<file path="src/rtl/alu_iter_exec.sv">
// alu_iter_exec -- iterative ALU execution unit.
//
// Single-cycle logic/arithmetic ops are registered on the accept edge.
// Shifts are performed one bit per cycle from an accumulator, so a shift by
// N presents its result N+1 cycles after accept.
//
// Ports:
//   clk        clock, all state updates on rising edge
//   reset      asynchronous, active-high reset
//   in_valid   request valid            in_ready  block idle, can accept
//   operation  4-bit op code            a, b      operands (b[SW-1:0] = shamt)
//   out_valid  result valid (DONE)      out_ready consumer takes result
//   result     registered result        zero      registered (result == 0)
//   illegal    registered flag, op code was not recognised
module alu_iter_exec #(
  parameter int WIDTH = 32
) (
  input  logic             clk,
  input  logic             reset,
  input  logic             in_valid,
  output logic             in_ready,
  input  logic [3:0]       operation,
  input  logic [WIDTH-1:0] a,
  input  logic [WIDTH-1:0] b,
  output logic             out_valid,
  input  logic             out_ready,
  output logic [WIDTH-1:0] result,
  output logic             zero,
  output logic             illegal
);

  localparam int SW = $clog2(WIDTH);
  localparam logic [SW-1:0] CNT_ONE = SW'(1);

  localparam logic [3:0] OP_AND = 4'b0000;
  localparam logic [3:0] OP_OR  = 4'b0001;
  localparam logic [3:0] OP_ADD = 4'b0010;
  localparam logic [3:0] OP_SUB = 4'b0110;
  localparam logic [3:0] OP_SLT = 4'b0111;
  localparam logic [3:0] OP_XOR = 4'b1100;
  localparam logic [3:0] OP_SLL = 4'b1000;
  localparam logic [3:0] OP_SRL = 4'b1001;
  localparam logic [3:0] OP_SRA = 4'b1010;

  typedef enum logic [1:0] {ST_IDLE, ST_SHIFT, ST_DONE} state_t;
  typedef enum logic [1:0] {SK_SLL, SK_SRL, SK_SRA} shift_kind_t;

  state_t           state_q, state_d;
  shift_kind_t      kind_q, kind_d;
  logic [WIDTH-1:0] acc_q, acc_d;
  logic [SW-1:0]    cnt_q, cnt_d;
  logic [WIDTH-1:0] result_q, result_d;
  logic             zero_q, zero_d;
  logic             illegal_q, illegal_d;

  logic [WIDTH-1:0] alu_val;
  logic [WIDTH-1:0] acc_shifted;
  logic             op_legal;
  logic             op_shift;
  shift_kind_t      op_kind;

  // Op decode of the live request inputs; only consulted on the accept cycle.
  always_comb begin
    alu_val  = '0;
    op_legal = 1'b1;
    op_shift = 1'b0;
    op_kind  = SK_SLL;
    unique case (operation)
      OP_AND: alu_val = a & b;
      OP_OR:  alu_val = a | b;
      OP_ADD: alu_val = a + b;
      OP_SUB: alu_val = a - b;
      OP_SLT: alu_val = {{(WIDTH-1){1'b0}}, ($signed(a) < $signed(b))};
      OP_XOR: alu_val = a ^ b;
      OP_SLL: begin op_shift = 1'b1; op_kind = SK_SLL; end
      OP_SRL: begin op_shift = 1'b1; op_kind = SK_SRL; end
      OP_SRA: begin op_shift = 1'b1; op_kind = SK_SRA; end
      default: op_legal = 1'b0;
    endcase
  end

  // One-bit step of the accumulator for the shift kind latched at accept.
  always_comb begin
    unique case (kind_q)
      SK_SLL:  acc_shifted = {acc_q[WIDTH-2:0], 1'b0};
      SK_SRL:  acc_shifted = {1'b0, acc_q[WIDTH-1:1]};
      default: acc_shifted = {acc_q[WIDTH-1], acc_q[WIDTH-1:1]};
    endcase
  end

  always_comb begin
    state_d   = state_q;
    kind_d    = kind_q;
    acc_d     = acc_q;
    cnt_d     = cnt_q;
    result_d  = result_q;
    zero_d    = zero_q;
    illegal_d = illegal_q;
    unique case (state_q)
      ST_IDLE: begin
        if (in_valid) begin
          if (!op_legal) begin
            result_d  = '0;
            zero_d    = 1'b1;
            illegal_d = 1'b1;
            state_d   = ST_DONE;
          end else if (op_shift) begin
            kind_d = op_kind;
            acc_d  = a;
            cnt_d  = b[SW-1:0];
            if (b[SW-1:0] == '0) begin
              // Zero shift amount: result is the unshifted source.
              result_d  = a;
              zero_d    = (a == '0);
              illegal_d = 1'b0;
              state_d   = ST_DONE;
            end else begin
              state_d = ST_SHIFT;
            end
          end else begin
            result_d  = alu_val;
            zero_d    = (alu_val == '0);
            illegal_d = 1'b0;
            state_d   = ST_DONE;
          end
        end
      end
      ST_SHIFT: begin
        acc_d = acc_shifted;
        cnt_d = cnt_q - CNT_ONE;
        // The step that empties the counter publishes the result directly.
        if (cnt_q == CNT_ONE) begin
          result_d  = acc_shifted;
          zero_d    = (acc_shifted == '0);
          illegal_d = 1'b0;
          state_d   = ST_DONE;
        end
      end
      default: begin
        if (out_ready) state_d = ST_IDLE;
      end
    endcase
  end

  always_ff @(posedge clk or posedge reset) begin
    if (reset) begin
      state_q   <= ST_IDLE;
      kind_q    <= SK_SLL;
      acc_q     <= '0;
      cnt_q     <= '0;
      result_q  <= '0;
      zero_q    <= 1'b0;
      illegal_q <= 1'b0;
    end else begin
      state_q   <= state_d;
      kind_q    <= kind_d;
      acc_q     <= acc_d;
      cnt_q     <= cnt_d;
      result_q  <= result_d;
      zero_q    <= zero_d;
      illegal_q <= illegal_d;
    end
  end

  assign in_ready  = (state_q == ST_IDLE);
  assign out_valid = (state_q == ST_DONE);
  assign result    = result_q;
  assign zero      = zero_q;
  assign illegal   = illegal_q;

endmodule

</file>
<file path="config.mk">
export PLATFORM = sky130hd
export DESIGN_NAME = alu_iter_exec
export DESIGN_NICKNAME = d
export VERILOG_FILES = /design/src/rtl/alu_iter_exec.sv
export SDC_FILE = /design/constraint.sdc
export NUM_CORES = 1
export LEC_CHECK = 0
export ABC_AREA = 1
export CAP_MARGIN = 20
export CORE_ASPECT_RATIO = 0.5
export CORE_MARGIN = 5
export CORE_UTILIZATION = 60
export CTS_CLUSTER_DIAMETER = 150
export CTS_CLUSTER_SIZE = 25
export DETAILED_ROUTE_END_ITERATION = 6
export HOLD_SLACK_MARGIN = 0.1
export PLACE_DENSITY = 0.83
export SLEW_MARGIN = 10
export SYNTH_ARGS = -nofsm -noshare
export SYNTH_HDL_FRONTEND = slang
export SYNTH_SLANG_ARGS = --single-unit
</file>
<file path="constraint.sdc">
create_clock -name clk -period 2.5 [get_ports clk]
set_input_delay 0.375 -clock clk [delete_from_list [all_inputs] [get_ports clk]]
set_output_delay 0.375 -clock clk [all_outputs]
set_load 0.02 [all_outputs]
</file>
==> results_dict.tcl, run 1 <==
set metrics [dict create \
    grt_usage_pct 78.1 \
    syn_area_mm2 0.0110 \
    io_pins 108 \
    root_buffer "clkbuf_16" \
    numPortBuffers 107 \
    die_w_um 202 \
    synth_area_leaders "nand2_1, dfrtp_1, ha_1, inv_1, nand3_1" \
    syn_area_per_cell_um2 5.74 \
    dp_slack_ns -0.913 \
    yosys_warnings 0 \
    placed_cell_area_mm2 0.0148 \
    yosys.area.top_type "nand2_1" \
    syn_nets 2108 \
    synth_cells 1919 \
    yosysSeqAreaShare_pct 17.0 \
    synth-seq-cells 75 \
    place.gp.congestion 1.16 \
    start_util_pct 60.4 \
    outcome "stopped before the end" \
    htree_levels 3 \
    cts.sink_count 75 \
    rows 35 \
    error "[ERROR GRT-0232] Routing congestion too high. Check the congestion heatmap in the GUI." \
    lastStage "global routing (5_1_grt)" \
    grt_start_max_net_pins 53 \
    grt-worst-endpoint "zero$_DFFE_PP0P_/D" \
    ys_types 46 \
    dpl.hpwl_mm 38.2 \
    gr-total-overflow 39 \
    clockBufferDepth 2 \
    worstEndpointType "register input" \
    yosysTopAreaCellShare_pct 20.1 \
    cts_buffers 9 \
    dieHeight_um 106 \
]
## synth_stat cells, drive strengths merged
cell     instances
nand2          598
nand4           31
o211ai           6
a221oi           4
or2             12
nand3b           1
a41oi            1
a21oi           89
nor3            17
buf             36
nor2           185
a2111oi          1
and2             4
a2bb2oi          1
nand3          172
clkinv           2
inv            329
o21a            22
nor4             7
o21ai          112
a21boi           8
a22oi            5
clkbuf          29
dfrtp           75
ha             115
and3             1
o21bai           7
fa               2
o22ai           26
a31oi           17
nor3b            2
xor2             2
## metal layers
layer  GRT overflow  track usage (%)
met2             23             92.5
met3              0             66.5
met1              0             77.5
met5              0             38.8
met4             16             76.4
## stage by stage
stage	hold WS [ns]	TNS, ns	std cells
floorplan	0.453	0	1919
global placement	0.465	-20.51	2552
detailed placement	0.473	-22.46	2552
CTS	0.482	0	2580
## repair_timing
item,CTS
hold buffers,0
pin swaps,91
endpoints found under the setup margin,30
setup buffers,12
gates resized for setup,439
## cell families after synthesis
logic type / share of synthesized area (%)
flip-flops: 17.0
buffers and inverters: 14.4
AND/OR/NAND/NOR: 39.5
adder cells (fa/ha/maj): 13.4
XOR/XNOR: 0.159
AO/OA/AOI/OAI: 15.4
==> inputs of run 2 (changes only) <==
CORE_ASPECT_RATIO = default   (was 0.5)
CORE_UTILIZATION = 40   (was 60)
CTS_CLUSTER_DIAMETER = default   (was 150)
CTS_CLUSTER_SIZE = default   (was 25)
HOLD_SLACK_MARGIN = default   (was 0.1)
PLACE_DENSITY = default   (was 0.83)
PLACE_DENSITY_LB_ADDON = 0.15   (was default)
==> results_dict.tcl, run 2 <==
set metrics [dict create \
    outcome "finished clean" \
    synthFlopType "dfrtp_1" \
    n_antenna_cell 0 \
    worstMarginPinSlew_ns 0.708 \
    drt-pass1-iter-count 5 \
    drv_cap 0 \
    gr-total-overflow 0 \
    vias_per_cell 5.17 \
    ys_types 46 \
    numPortBuffers 107 \
    yosys.area.top_type "nand2_1" \
    root_buffer "clkbuf_16" \
    synth_edf_count 0 \
    peakVddDrop_mv 0.686 \
    drive_above_1_share_pct 41.0 \
    pwr-share-clk_pct 13.5 \
    power_density_mw_per_mm2 544 \
    dp_cells 2710 \
    syn_area_mm2 0.0110 \
    rsz0062_at_grt "yes" \
    drc_errors 0 \
    p_comb_share_pct 64.1 \
    synth-seq-cells 75 \
    hold_class "input port to asynchronous set/reset pin" \
    yosys_warnings 0 \
    dieArea_mm2 0.0309 \
    path_max_fanout 6 \
    grt_usage_pct 31.8 \
    syn_to_final_growth_pct 63.0 \
    synth_cells 1919 \
    tns_ns 0 \
    drtAntennaViolNets 0 \
    finalWorstSetupSlack_ns 0.0000953 \
    cp-start-kind "input port" \
    insertion_delay_ns 0.34 \
    p_sw_mw 4.47 \
    syn_area_per_cell_um2 5.74 \
    worstPathArrival_ns 2.73 \
    first_iter_violations 1320 \
    dieHeight_um 176 \
    clkTransAtPathRegs_ns 0.07 \
    netSwitchingFraction_pct 45.8 \
    cts.sink_count 75 \
    hold_viol 0 \
    rows 60 \
    max_freq_mhz 400 \
    async_flop_share_pct 100 \
    fin_nets 2623 \
    yosysTopAreaCellShare_pct 20.1 \
    htree_levels 3 \
    setup_viol 0 \
    layout_commonest_cell "nand2_1" \
    start_util_pct 40.7 \
    cts_buffers 9 \
    fillerInstances 2530 \
    final_cells 2780 \
    critPathKind "input port to flop" \
    place.gp.congestion 0.955 \
    cp-end-kind "flop" \
    dpl.hpwl_mm 41.4 \
    finalCritPeriodShare_pct 100 \
    period_needed_ns 2.50 \
    synth_area_leaders "nand2_1, dfrtp_1, ha_1, inv_1, nand3_1" \
    grt_first_pass_wirelength_mm 76.8 \
    die_w_um 176 \
    grt_start_max_net_pins 69 \
    drt-total-wl_mm 50.9 \
    io_pins 108 \
    wl_per_cell_um 18.3 \
    antenna_found_initial 0 \
    relSlewSlack_pct 52.4 \
    multi_input_area_mm2 0.00942 \
    p_leak_nw 9.35 \
    yosys-top-cells-count "nand2_1, inv_1, nor2_1" \
    register_area_mm2 0.00188 \
    first_global_vias 14100 \
    yosysSeqAreaShare_pct 17.0 \
    seqPwrFrac_pct 22.3 \
    p_int_mw 5.30 \
    core_area_mm2 0.0270 \
    final_cell_mix "nand2_1, buf_4, inv_1" \
    dp_slack_ns -1.07 \
    clockBufferDepth 2 \
    skew_ns 0.00904 \
    cp.required_ns 2.73 \
    slew_viol_final 0 \
    cts_tree "yes" \
    synth.most_common_cell "nand2_1" \
    via_count 14400 \
    syn_nets 2108 \
]
[run 2: cell counts after synthesis]
No cell type changed its count.
[run 2: power groups by stage]
| stage | registers [mW] | logic (mW) | clock network (mW) |
|---|---|---|---|
| 4_1_cts | 2.18 | 5.98 | 1.34 |
| 6_report | 2.18 | 6.27 | 1.32 |
| 2_1_floorplan | 2.45 | 2.74 | 0 |
| 3_3_place_gp | 2.18 | 5.49 | 0 |
| 5_1_grt | 2.26 | 6.82 | 1.39 |
| 3_5_place_dp | 2.19 | 5.54 | 0 |
[run 2: repair_timing]
| item | CTS | global route |
|---|---|---|
| hold buffers | 0 | 0 |
| gates resized for setup | 460 | 289 |
| endpoints found under the setup margin | 30 | 26 |
| buffers inserted | 29 | 26 |
| pin swaps | 106 | 131 |
[run 2: final timing paths]
check                                   to  cells past startpoint  slack (ns)  startpoint
worst min register to register  result[20]                      2        0.48  result[20]
max in group asynchronous        result[1]                      3        1.49       reset
min in group clk                 acc_q[16]                      4        0.47       a[16]
worst max-delay path            result[29]                     18      0.0001       a[23]
worst min-delay path            state_q[0]                      2        0.40       reset
worst max register to register        zero                      8        0.04   kind_q[1]
[run 2: cells by family (layout without fill, tap and decap cells)]
group	count (synthesis)	after routing	share of synthesized area (%)
flops	75	75	17.0
compound gates	299	299	15.4
fa+ha+maj	117	117	13.4
xor+xnor	2	2	0.159
simple gates	1030	1030	39.5
buf+inv	396	916	14.4
[run 2: layout make-up]
type	instances	share of cell area, %
clock inverter	6	0.356
timing repair buffer	569	26.0
clock buffer	10	1.28
tap	341	2.38
sequential	75	10.5
multi-input combinational	1448	52.5
inverter	331	7.06
[run 2: worst max-delay path: stages]
cell and delay, ns:
dlygate4sd2_1 0.25, inv_2 0.08, ha_4 0.29, buf_4 0.15
nor2_4 0.15, nand2_4 0.08, nor3_4 0.20, and3_1 0.19
nand2_2 0.07, nand2_1 0.06, nand2_1 0.06, nand3_2 0.08
nand3_4 0.10, buf_4 0.15, buf_4 0.12, o21ai_0 0.13
nand3_1 0.08, o21a_1 0.11
[run 2: routing by layer]
| metal | global-route usage (%) | vias up | share of wire [%] |
|---|---|---|---|
| met4 | 15.6 | 0 | 5.8 |
| met5 | 0 | - | 0 |
| met1 | 39.5 | 6600 | 42 |
| li1 | - | 7148 | - |
| met3 | 2.91 | 131 | 4.5 |
| met2 | 55.2 | 505 | 48 |
[run 2: per-stage QoR]
stage	utilization (%)	instance area (um2)	hold WS (ns)	total power, mW
floorplan	-	11000	0.453	5.20
global placement	57.0	15400	0.467	7.67
detailed placement	57.0	15400	0.465	7.73
CTS	63.7	17200	0.404	9.50
global route	66.4	17900	0.438	10.5
finish	66.4	17900	0.399	9.77
Power figures use the tool's default switching activity.
==> inputs of run 3 (changes only) <==
CORE_MARGIN = default   (was 5)
==> results_dict.tcl, run 3 (synthesized netlist as in run 2, its figures left out) <==
set metrics [dict create \
    period_needed_ns 2.50 \
    max_freq_mhz 400 \
    crit_chain "nor2_2 -> clkinv_1 -> o21ai_0 -> nand3b_1 -> nor4_1 -> a41oi_1 -> a21oi_1" \
    htree_levels 3 \
    cp-start-kind "flop" \
    worstPathArrival_ns 2.72 \
    dp_slack_ns -1.11 \
    cpPeakStageDelay_ns 0.70 \
    finalWorstSetupSlack_ns 0.00306 \
    drive_above_1_share_pct 43.1 \
    start_util_pct 40.9 \
    relSlewSlack_pct 51.0 \
    setup_viol 0 \
    finalCritPeriodShare_pct 99.9 \
    gr-total-overflow 0 \
    grt_usage_pct 35.6 \
    multi_input_area_mm2 0.00960 \
    via_count 14600 \
    cts.sink_count 75 \
    final_util_pct 68.0 \
    fin_nets 2635 \
    insertion_delay_ns 0.34 \
    rows 60 \
    root_buffer "clkbuf_16" \
    p_leak_nw 9.52 \
    path_delay_family "compound AO/OA/AOI/OAI gates" \
    layout_commonest_cell "nand2_1" \
    core_area_mm2 0.0270 \
    drc_errors 0 \
    finalPower_mw 10.0 \
    clkTransAtPathRegs_ns 0.07 \
    antenna_found_initial 0 \
    path_buf_inv 1 \
    first_iter_violations 1057 \
    power_density_mw_per_mm2 547 \
    rsz0062_at_grt "yes" \
    die_w_um 168 \
    peakVddDrop_mv 0.565 \
    place.gp.congestion 0.996 \
    cts_buffers 9 \
    drtAntennaViolNets 0 \
    final_cell_mix "nand2_1, buf_4, inv_1" \
    skew_ns 0.00985 \
    path_max_fanout 10 \
    hold_viol 0 \
    slew_viol_final 0 \
    hold_class "input port to flop" \
    numPortBuffers 107 \
    dpl.hpwl_mm 41.0 \
    cts_tree "yes" \
    worstMarginPinSlew_ns 0.729 \
    outcome "finished clean" \
    cp.required_ns 2.72 \
    cp-end-kind "flop" \
    clockBufferDepth 2 \
    n_antenna_cell 0 \
    register_area_mm2 0.00188 \
    grt_first_pass_wirelength_mm 77.1 \
    drt-pass1-iter-count 6 \
    dieArea_mm2 0.0282 \
    drv_cap 0 \
    wl_per_cell_um 18.5 \
    grt_start_max_net_pins 69 \
    vias_per_cell 5.24 \
    drt-total-wl_mm 51.5 \
    syn_to_final_growth_pct 66.5 \
    first_global_vias 14100 \
    dieHeight_um 168 \
    critPathKind "flop to flop" \
    whs_ns 0.358 \
    fillerInstances 2460 \
    cpMaxStageDelayCell "o21ai_0" \
    io_pins 108 \
]
[run 3: area by class of cell]
class,instances,area share [%]
multi-input cells,1448,52.3
well taps,341,2.33
inverters,331,7.08
flip-flops and latches,75,10.2
repair buffers,581,26.3
clock inverters,6,0.491
clock buffers,10,1.25
[run 3: tightest hold or removal path, delay by kind of cell]
family | cells | cell delay (ns)
AOI/OAI and AO/OA | 2 | 0.20
buffers and inverters | 1 | 0.09
[run 3: power breakdown]
group | switching [mW] | leakage [nW] | internal (mW) | total, mW
sequential | 0.382 | 0.889 | 1.82 | 2.20
clock | 0.550 | 0.153 | 0.877 | 1.43
combinational | 3.63 | 8.48 | 2.78 | 6.41
[run 3: through the flow]
stage,instance area [um2],std cells,setup TNS (ns)
after floorplan,11000,1919,0
after global placement,15400,2711,-24.94
after detailed placement,15400,2711,-25.50
after CTS,17300,2763,0
after global routing,18300,2792,-0.506
final,18300,2792,0
[run 3: metal layers]
| layer | share of wire [%] | global-route usage (%) | vias up | wire [um] |
|---|---|---|---|---|
| met2 | 48 | 62.8 | 537 | 24800 |
| met3 | 5.2 | 3.17 | 130 | 2660 |
| met4 | 5.8 | 16.9 | 0 | 3020 |
| met1 | 41 | 43.7 | 6809 | 21000 |
| li1 | - | - | 7152 | - |
| met5 | 0 | 0 | - | 0 |
[run 3: worst paths after layout]
kind | startpoint | endpoint | slack [ns] | cells after the start
max | kind_q[0] | zero | 0.003 | 7
min | a[0] | acc_q[0] | 0.36 | 3
max reg2reg | kind_q[0] | zero | 0.003 | 7
min reg2reg | illegal | illegal | 0.49 | 2
max in group asynchronous | reset | result[23] | 1.47 | 3
min in group asynchronous | reset | state_q[0] | 0.41 | 2
[run 3: repair_timing]
item                                    CTS  global route
resized for setup                       545           333
setup buffers                            38            30
pin swaps                               131           164
endpoints found under the setup margin   31            25
hold buffers                              0             0
==> inputs of run 4 (changes only) <==
SLEW_MARGIN = default   (was 10)
==> results of run 4 <==
Same layout as run 3: the final DEF is identical, and so are final timing and power.
